$ cat src/rtl/scenic_fifo_pkg.sv
// Shared definitions for the FIFO buffer bank: ctrl/resp bit positions and the
// output-feature drain FSM state encoding.
package scenic_fifo_pkg;

    localparam int WR_EN_BIT = 0;
    localparam int RD_EN_BIT = 1;
    localparam int FULL_BIT  = 0;
    localparam int EMPTY_BIT = 1;

    typedef enum logic [2:0] {
        IDLE,
        POP,
        CAPTURE,
        SERIAL,
        DONE
    } drain_state_e;

endpackage

$ cat src/rtl/of_bank_serializer.sv
// Holds one popped parallel OF word and streams it bank-by-bank on valid/ready.
// Build option OF_DRAIN_RELU_EN clamps negative lanes to zero at capture.
module of_bank_serializer #(
    parameter int DATA_WIDTH = 8,
    parameter int NUM_BANKS  = 15,
    parameter int BANK_W     = 4
) (
    input  logic                      clk,
    input  logic                      rst,
    input  logic                      capture_i,
    input  logic [2*DATA_WIDTH-1:0]   lanes_i [NUM_BANKS],
    input  logic                      out_ready_i,
    output logic [2*DATA_WIDTH-1:0]   out_data_o,
    output logic [BANK_W-1:0]         out_bank_o,
    output logic                      out_last_o,
    output logic                      out_valid_o,
    output logic                      last_beat_o
);

    localparam int                LANE_W    = 2 * DATA_WIDTH;
    localparam logic [BANK_W-1:0] LAST_BANK = BANK_W'(NUM_BANKS - 1);

    logic [LANE_W-1:0] hold_q    [NUM_BANKS];
    logic [LANE_W-1:0] lanes_cap [NUM_BANKS];
    logic [BANK_W-1:0] bank_q, bank_d;
    logic              valid_q, valid_d;
    logic              at_last;

    always_comb begin
        for (int b = 0; b < NUM_BANKS; b++) begin
`ifdef OF_DRAIN_RELU_EN
            lanes_cap[b] = lanes_i[b][LANE_W-1] ? '0 : lanes_i[b];
`else
            lanes_cap[b] = lanes_i[b];
`endif
        end
    end

    assign at_last = (bank_q == LAST_BANK);

    // NOTE: every signal assigned in always_comb gets a default first, so no path can infer a latch.
    always_comb begin
        bank_d  = bank_q;
        valid_d = valid_q;
        if (capture_i) begin
            bank_d  = '0;
            valid_d = 1'b1;
        end else if (valid_q && out_ready_i) begin
            if (at_last) begin
                valid_d = 1'b0;
            end else begin
                bank_d = bank_q + BANK_W'(1);
            end
        end
    end

    // NOTE: the holding register is reset on purpose so outputs read 0 after reset; plain
    // data storage would normally be left unreset.
    always_ff @(posedge clk) begin
        if (!rst) begin
            for (int b = 0; b < NUM_BANKS; b++) begin
                hold_q[b] <= '0;
            end
            bank_q  <= '0;
            valid_q <= 1'b0;
        end else begin
            if (capture_i) begin
                hold_q <= lanes_cap;
            end
            bank_q  <= bank_d;
            valid_q <= valid_d;
        end
    end

    assign out_data_o  = hold_q[bank_q];
    assign out_bank_o  = bank_q;
    assign out_valid_o = valid_q;
    assign out_last_o  = valid_q && at_last;
    assign last_beat_o = valid_q && out_ready_i && at_last;

endmodule

$ cat src/rtl/of_drain_ctrl.sv
// Pops NUM_BANKS output-feature FIFOs in lock-step and serialises each word onto
// one stream for a programmed word count. Build option: OF_DRAIN_RELU_EN.
module of_drain_ctrl
    import scenic_fifo_pkg::*;
#(
    parameter int DATA_WIDTH = 8,
    parameter int NUM_BANKS  = 15,
    parameter int CNT_WIDTH  = 16,
    parameter int BANK_W     = (NUM_BANKS > 1) ? $clog2(NUM_BANKS) : 1
) (
    input  logic                      clk,
    input  logic                      rst,
    input  logic                      start_i,
    input  logic [CNT_WIDTH-1:0]      num_words_i,
    output logic [1:0]                of_fifo_ctrl,
    input  logic [1:0]                of_fifo_resp,
    input  logic [2*DATA_WIDTH-1:0]   rd_of_data_i [NUM_BANKS],
    output logic [2*DATA_WIDTH-1:0]   out_data_o,
    output logic [BANK_W-1:0]         out_bank_o,
    output logic                      out_last_o,
    output logic                      out_valid_o,
    input  logic                      out_ready_i,
    output logic                      busy_o,
    output logic                      done_o
);

    drain_state_e         state_q;
    logic [CNT_WIDTH-1:0] cnt_q;
    logic                 busy_q;
    logic                 done_q;
    logic                 fifo_empty;
    logic                 last_beat;
    logic                 unused_full;

    assign fifo_empty  = of_fifo_resp[EMPTY_BIT];
    assign unused_full = of_fifo_resp[FULL_BIT];

    // Only POP may read, which keeps at most one pop in flight.
    assign of_fifo_ctrl[RD_EN_BIT] = (state_q == POP) && !fifo_empty;
    assign of_fifo_ctrl[WR_EN_BIT] = 1'b0;

    // NOTE: sequential state uses non-blocking assignments only, so every read sees the pre-edge value.
    always_ff @(posedge clk) begin
        if (!rst) begin
            state_q <= IDLE;
            cnt_q   <= '0;
            busy_q  <= 1'b0;
            done_q  <= 1'b0;
        end else begin
            done_q <= 1'b0;
            case (state_q)
                IDLE: begin
                    if (start_i) begin
                        if (num_words_i != '0) begin
                            cnt_q   <= num_words_i;
                            busy_q  <= 1'b1;
                            state_q <= POP;
                        end else begin
                            done_q <= 1'b1;
                        end
                    end
                end
                POP: begin
                    if (!fifo_empty) begin
                        state_q <= CAPTURE;
                    end
                end
                CAPTURE: begin
                    state_q <= SERIAL;
                end
                SERIAL: begin
                    if (last_beat) begin
                        cnt_q <= cnt_q - CNT_WIDTH'(1);
                        if (cnt_q == CNT_WIDTH'(1)) begin
                            busy_q  <= 1'b0;
                            done_q  <= 1'b1;
                            state_q <= DONE;
                        end else begin
                            state_q <= POP;
                        end
                    end
                end
                DONE: begin
                    state_q <= IDLE;
                end
                default: begin
                    state_q <= IDLE;
                end
            endcase
        end
    end

    assign busy_o = busy_q;
    assign done_o = done_q;

    of_bank_serializer #(
        .DATA_WIDTH (DATA_WIDTH),
        .NUM_BANKS  (NUM_BANKS),
        .BANK_W     (BANK_W)
    ) u_serializer (
        .clk         (clk),
        .rst         (rst),
        .capture_i   (state_q == CAPTURE),
        .lanes_i     (rd_of_data_i),
        .out_ready_i (out_ready_i),
        .out_data_o  (out_data_o),
        .out_bank_o  (out_bank_o),
        .out_last_o  (out_last_o),
        .out_valid_o (out_valid_o),
        .last_beat_o (last_beat)
    );

endmodule

$ cat config.mk
export PLATFORM = sky130hd
export DESIGN_NAME = of_drain_ctrl
export DESIGN_NICKNAME = d
export VERILOG_FILES = /design/src/rtl/scenic_fifo_pkg.sv /design/src/rtl/of_bank_serializer.sv /design/src/rtl/of_drain_ctrl.sv
export SDC_FILE = /design/constraint.sdc
export NUM_CORES = 1
export LEC_CHECK = 0
export BUFFER_PORTS_ARGS = -buffer_cell sky130_fd_sc_hd__buf_2
export CAP_MARGIN = 20
export CORE_UTILIZATION = 51
export CTS_BUF_LIST = sky130_fd_sc_hd__clkbuf_8
export DETAILED_ROUTE_END_ITERATION = 12
export GPL_ROUTABILITY_DRIVEN = 0
export GPL_TIMING_DRIVEN = 0
export PLACE_DENSITY_LB_ADDON = 0.05
export SYNTH_ARGS = -nofsm -noshare
export SYNTH_HDL_FRONTEND = slang
export SYNTH_HIERARCHICAL = 1
export SYNTH_SLANG_ARGS = --single-unit
$ cat constraint.sdc
create_clock -name clk -period 2.5 [get_ports clk]
set_clock_uncertainty 0.1 [all_clocks]
set_input_delay 0.125 -clock clk [delete_from_list [all_inputs] [get_ports clk]]
set_output_delay 0.125 -clock clk [all_outputs]
set_load 0.05 [all_outputs]
==> results of run 1 <==
==> area by class of cell <==
cell class | instances | area, µm² | share of cell area [%]
well taps | 324 | 405 | 2.16
multi-input cells | 803 | 7110 | 37.8
flip-flops and latches | 266 | 5330 | 28.4
diodes | 3 | 7.51 | 0.0399
inverters | 8 | 42.5 | 0.226
repair buffers | 559 | 4330 | 23.0
clock buffers | 61 | 840 | 4.47
plain buffers | 90 | 633 | 3.37
clock inverters | 23 | 92.6 | 0.493
==> layout by cell type, fill, tap and decap left out, drive strengths merged, types with 6 or more instances in the layout <==
cell / count
buf: 352
mux2i: 290
dfxtp: 266
dlygate4sd3: 260
nor2b: 243
clkbuf: 97
mux4: 48
o21ai: 36
nand2: 28
inv: 27
nor2: 19
nand2b: 17
a22oi: 15
a21oi: 14
nand3: 12
a21boi: 10
o31ai: 6
nor4: 6
==> worst max-delay path, delay by kind of cell, from the launching register on <==
family | cells | cell delay, ns
buffers and inverters | 3 | 0.51
AOI/OAI and AO/OA | 1 | 0.22
DFF | 1 | 0.37
muxes | 2 | 0.70
==> logic make-up after synthesis <==
group,Yosys count,share of synthesized area [%]
flops,266,42.0
mux,338,31.4
simple gates,359,17.2
buf+inv,99,3.88
fa+ha+maj,4,0.395
compound gates,101,5.08
other cells,1,0.0296
==> per-stage QoR <==
| stage | util (%) | cell area [µm²] |
|---|---|---|
| 2_1_floorplan | - | 12800 |
| 3_3_place_gp | 60.0 | 14600 |
| 3_5_place_dp | 60.0 | 14600 |
| 4_1_cts | 76.4 | 18600 |
| 5_1_grt | 77.3 | 18800 |
| 6_report | 77.3 | 18800 |
==> worst max path at each step <==
stage                                          start             end  depth (start not counted)
after floorplan           u_serializer/out_bank_o[0]        cnt_q[6]                         13
after global placement    u_serializer/out_bank_o[0]        cnt_q[6]                         13
after detailed placement  u_serializer/out_bank_o[0]        cnt_q[6]                         13
after CTS                 u_serializer/out_bank_o[1]  out_data_o[15]                          7
after global routing      u_serializer/out_bank_o[1]  out_data_o[15]                          7
final                     u_serializer/out_bank_o[1]  out_data_o[12]                          6
==> synthesized netlist by cell type, types with 2 or more instances <==
library cell and number:
buf_4 11, o21ai_0 20, nand3_1 12, nor3_1 5, nor2b_1 243, buf_2 39
nand3b_1 2, a21o_1 4, or3_1 5, or4_1 2, mux4_2 48, a21boi_0 3
o21a_1 3, ha_1 4, nor4_1 4, nand2_1 28, a21boi_1 6, a31o_2 2
and2_1 4, a21oi_1 14, o211ai_1 5, and3_1 5, inv_1 7, buf_6 4
mux2i_1 290, o21ai_1 16, nor2_4 2, nand2b_1 17, o31ai_1 6, dfxtp_1 266
a31oi_1 2, a22oi_1 15, clkbuf_1 37, or3b_1 2, nand4_1 3, a22o_1 2
nor2_1 16
==> what timing repair did <==
item / 4_1_cts / 5_1_grt
resized for setup: 97 / 31
setup endpoints to repair: 39 / 38
endpoints found under the hold margin: 264 / 0
buffers inserted: 6 / 3
gates cloned: 2 / 3
pin swaps: 11 / 7
hold buffers: 260 / 0
==> registers in the layout, indices dropped and copies added (netlist names) <==
register / cells
cnt_q: 16
busy_o: 1
u_serializer/out_valid_o: 1
done_o: 1
state_q: 3
u_serializer/hold_q: 240
u_serializer/out_bank_o: 4
==> power groups by stage <==
| stage | Combinational [mW] | Sequential (mW) | Clock (mW) |
|---|---|---|---|
| floorplan | 2.06 | 5.00 | 0 |
| CTS | 3.30 | 4.96 | 4.01 |
| finish | 3.43 | 4.98 | 3.95 |
| global route | 3.66 | 5.02 | 4.21 |
| detailed placement | 2.86 | 5.04 | 0 |
| global placement | 2.82 | 5.03 | 0 |
==> routing by layer <==
layer	wire length, µm	vias to the layer above	track usage [%]
met4	1630	0	13.5
met3	3300	107	8.31
met5	0	-	0
li1	-	5335	-
met2	20100	488	54.3
met1	18000	5401	41.8
==> results.toml, run 1 <==
[pwr]
pwr_density_cell_nw_per_um2 = 658
p_int_mw = 8.55
swShare_pct = 30.9
power.static_leakage_nw = 6.94
p_comb_share_pct = 27.8
irDropWorstVdd_mv = 0.487
clock_power_share_pct = 32.0
finalPower_mw = 12.4
net-switching-power_mw = 3.82
seqPwrFrac_pct = 40.3

[floorplan]
ios = 288
start_util_pct = 52.1
core.rowCount = 57
die-height_um = 160
fp.dieArea_um2 = 25500
die_x_um = 160
placeableCoreArea_um2 = 24300

[timing]
layout_min_cycle_time_ns = 2.58
post-route-period-util_pct = 103
fmax_ghz = 0.388
grt_setup_unrepaired = "true"
postLayoutSetupSlackWorst_ns = -0.0800
final-setup-viol-count = 8
final.hold.worst_slack_ns = 0.269
fin_tns_setup_ns = -0.260
finalHoldViolCount = 0
max_slew_violation_total_from_the_final_report = 0
max_slew_margin_pct = 48.5
tightestPinTransition_ns = 0.772

[detailed_routing]
wirelength_um = 43000
post_drt_wl_per_cell_um = 20.1
drt-vias-per-instance = 5.30
antenna_violating_nets_post_route = 0
detail_route.first_pass.iterations = 5
via_count = 11300
drc_errors = 0
count_of_routing_violations_after_the_opening_detailed_route_iteration = 837

[min_path]
timing.hold.worst.class = "in -> reg"
timing.hold.worst_endpoint = "u_serializer/hold_q[164]"
cell_count_of_the_worst_hold_path = 4
min_from = "rd_of_data_i[164]"

[critical_path]
timing.rr.start = "u_serializer/out_bank_o[0]"
critPathCaptureType = "primary output"
critical-path-max-stage-delay_ns = 0.52
cp.required_ns = 2.28
r2r_cells = 13
critPathArrivalTime_ns = 2.35
crit_top_cell = "clkbuf_16"
crit_fanout = 5
critical_path.cell_chain = "clkbuf_16 -> clkbuf_16 -> mux2i_2 -> mux4_2 -> o21ai_2 -> buf_6"
timing.setup.critical_path_class = "reg -> out"
start_kind = "flip-flop"
worstReg2RegEnd = "cnt_q[6]"
reg2reg_setup_slack_ns = 0.03
critPathSlowestCell = "mux4_2"

[clock_network]
tritoncts_num_sinks = 266
htreeDepth = 2
cts_inserted_buffers = 45
tritoncts = "built"
max-clock-path-buffers = 3
clock_latency_ns = 0.56
cts_root_buf = "clkbuf_8"
clkSlewWorstSetupHoldPaths_ns = 0.06

[placed_design]
placement.io_buffers = 285
dp_worst_setup_slack_ns = -0.410
place.detailed.hpwl_um = 27800
dp.cells = 1777

[logic_synthesis]
synth.lib_cells_used.distinct = 51
netlist_instances = 1168
synth_seq_area_share_pct = 42.0
yosys-top-cells-area = "dfxtp_1 42%, mux2i_1 23%, nor2b_1 12%, mux4_2 8.5%, buf_2 1.5%"
yosysWarnings = 6
synth.net_count = 1434
synth_top_area_cell = "dfxtp_1"
yosys_register_bits = 266
yosys.area.top_type_share_pct = 42.0
number_of_flops_mapped_to_enable_cells_by_yosys = 0
synth_async_sr_flop_share_pct = 0
syn-mean-instance-area_um2 = 10.9
syn_area_um2 = 12700
postSynth.topFlopCell = "dfxtp_1"

[finish]
num-nets-final = 2039
fillers = 1655
area_delta_synth_final_pct = 48.3
final_cells = 2137
share_of_post_route_cells_with_drive_strength_above_1_pct = 29.2

[grt]
gr-total-overflow = 0
wire_length_of_the_first_global_routing_pass_um = 65000
grt_antenna_before_repair = 3
grt_pass1_vias = 11700
grt_max_degree = 12
global_route.usage.total_pct = 33.2

[outcome]
status = "finished, violations left"
failing_checks = "negative setup slack"

[run]
drv.max_cap_violation_count = 0
Power figures use the tool's default switching activity.
==> run 2, diff against run 1 <==
--- a/config.mk
+++ b/config.mk
@@ -13,6 +13,7 @@
 export GPL_ROUTABILITY_DRIVEN = 0
 export GPL_TIMING_DRIVEN = 0
 export PLACE_DENSITY_LB_ADDON = 0.05
+export SETUP_SLACK_MARGIN = 0.05
 export SYNTH_ARGS = -nofsm -noshare
 export SYNTH_HDL_FRONTEND = slang
 export SYNTH_HIERARCHICAL = 1
==> constraint.sdc (replaced) <==
create_clock -name clk -period 2.1 [get_ports clk]
set_clock_uncertainty 0.1 [all_clocks]
set_input_delay 0.105 -clock clk [delete_from_list [all_inputs] [get_ports clk]]
set_output_delay 0.105 -clock clk [all_outputs]
set_load 0.05 [all_outputs]
==> results.toml, run 2 (same netlist as run 1, synthesis figures left out) <==
[timing]
tightestPinTransition_ns = 0.624
postLayoutSetupSlackWorst_ns = -0.433
grt_setup_unrepaired = "true"
max_slew_violation_total_from_the_final_report = 0
fmax_ghz = 0.395
post-route-period-util_pct = 121
final-setup-viol-count = 37
finalHoldViolCount = 0
layout_min_cycle_time_ns = 2.53
max_slew_margin_pct = 58.0
final.hold.worst_slack_ns = 0.244

[critical_path]
timing.setup.critical_path_class = "reg -> out"
worst_path_dominant_cell_family = "buffers and inverters"
crit_fanout = 5
cp.required_ns = 1.89
critPathCaptureType = "primary output"
crit_top_cell = "buf_12"
combined_buffer_and_inverter_count_along_the_critical_path = 5
critical_path.cell_chain = "buf_12 -> buf_12 -> buf_12 -> buf_16 -> mux4_2 -> a22oi_2 -> o21ai_2 -> buf_6"
start_kind = "flip-flop"
critPathSlowestCell = "dfxtp_4"
critical-path-max-stage-delay_ns = 0.37
critPathArrivalTime_ns = 2.33

[floorplan]
ios = 288
start_util_pct = 52.1
core.rowCount = 57
placeableCoreArea_um2 = 24300
die_x_um = 160
fp.dieArea_um2 = 25500
die-height_um = 160

[finish]
share_of_post_route_cells_with_drive_strength_above_1_pct = 31.2
num-nets-final = 2052
area_delta_synth_final_pct = 52.3
combined_flip_flop_and_latch_cell_area_um2 = 5340
flip_flop_count_of_the_largest_register_all_copies_and_words_added = 240
multi_input_area_um2 = 7260
final_design_area_no_fill_um2 = 19300
fillers = 1544
layout_common_cells = "283 x mux2i_1, 278 x buf_2, 262 x dfxtp_1"
final_cells = 2144
layout.cells.most_common = "mux2i_1"
registers.top_by_ff_count = "u_serializer/hold_q"

[detailed_routing]
drc_errors = 0
wirelength_um = 44100
drt-vias-per-instance = 5.33
post_drt_wl_per_cell_um = 20.6
antenna_violating_nets_post_route = 0
count_of_routing_violations_after_the_opening_detailed_route_iteration = 807
via_count = 11400
detail_route.first_pass.iterations = 7

[clock_network]
cts_inserted_buffers = 46
clock_latency_ns = 0.55
tritoncts_num_sinks = 266
htreeDepth = 2
max-clock-path-buffers = 3
tritoncts = "built"
cts_root_buf = "clkbuf_8"
clkSlewWorstSetupHoldPaths_ns = 0.07

[pwr]
net-switching-power_mw = 4.68
power.static_leakage_nw = 7.07
finalPower_mw = 15.3
seqPwrFrac_pct = 38.8
p_comb_share_pct = 28.7
clock_power_share_pct = 32.5
irDropWorstVdd_mv = 0.638
pwr_density_cell_nw_per_um2 = 794
swShare_pct = 30.5
p_int_mw = 10.6

[placed_design]
place.detailed.hpwl_um = 28000
placedInstanceArea_um2 = 14700
dp.cells = 1777
dp_worst_setup_slack_ns = -0.408
placement.io_buffers = 285

[outcome]
status = "finished, violations left"
failing_checks = "negative setup slack"

[grt]
wire_length_of_the_first_global_routing_pass_um = 65900
grt_pass1_vias = 11900
grt_antenna_before_repair = 1
global_route.usage.total_pct = 33.8
gr-total-overflow = 0
grt_max_degree = 13

[run]
drv.max_cap_violation_count = 0

[min_path]
timing.hold.worst.class = "in -> reg"
[run 2: changes by cell type in the layout (fill, tap and decap cells not counted), moves of 7 or more]
cell,previous run,this run
o21ai_0,18,8
inv_1,27,20
buf_6,24,35
buf_2,302,278
o21ai_1,2,11
clkbuf_8,61,54
buf_4,12,23
[run 2: layout make-up]
| cell class | count | area share (%) |
|---|---|---|
| clock inverters | 25 | 1.14 |
| repair buffers | 573 | 23.7 |
| flip-flops and latches | 266 | 27.6 |
| diodes | 3 | 0.0389 |
| inverters | 8 | 0.220 |
| clock buffers | 54 | 3.85 |
| well taps | 324 | 2.10 |
| multi-input cells | 803 | 37.6 |
| plain buffers | 88 | 3.70 |
[run 2: stage by stage]
stage / utilization [%] / TNS (ns)
finish: 79.4 / -9.17
global route: 79.4 / -11.72
CTS: 78.3 / -9.81
detailed placement: 60.5 / -59.46
global placement: 60.5 / -55.16
floorplan: - / -2.56
[run 2: power groups by stage]
stage	sequential [mW]	clock, mW	combinational (mW)
after floorplan	5.95	0	2.51
after detailed placement	6.01	0	3.46
after CTS	5.91	5.06	4.18
after global routing	6.00	5.32	4.66
after global placement	5.99	0	3.41
final	5.95	4.98	4.40
[run 2: worst paths after layout]
check        slack [ns]                 endpoint                       start  cells past startpoint
max               -0.43            out_data_o[0]  u_serializer/out_bank_o[1]                      8
max reg2reg       -0.25                 cnt_q[6]  u_serializer/out_bank_o[0]                     12
min                0.24  u_serializer/hold_q[74]            rd_of_data_i[74]                      4
min reg2reg        0.35                   busy_o                      busy_o                      2
[run 2: repair_timing]
action | 4_1_cts | 5_1_grt
gates resized for setup | 140 | 49
pin swaps | 19 | 13
hold endpoints to repair | 264 | 0
hold buffers | 260 | 0
buffers inserted | 16 | 4
endpoints found under the setup margin | 282 | 170
cloned | 5 | 3
[run 2: routing by layer]
layer	part of all wire [%]	track usage, %	vias to the layer above
met5	0	0	-
met4	4.2	15.1	0
met3	7.8	7.64	123
met2	48	56.8	514
met1	40	41.5	5433
li1	-	-	5362
[run 2: worst min-delay path, stage by stage]
cell and delay, ns:
dlygate4sd3_1 0.51, buf_2 0.10, mux2i_1 0.06, nor2b_1 0.09
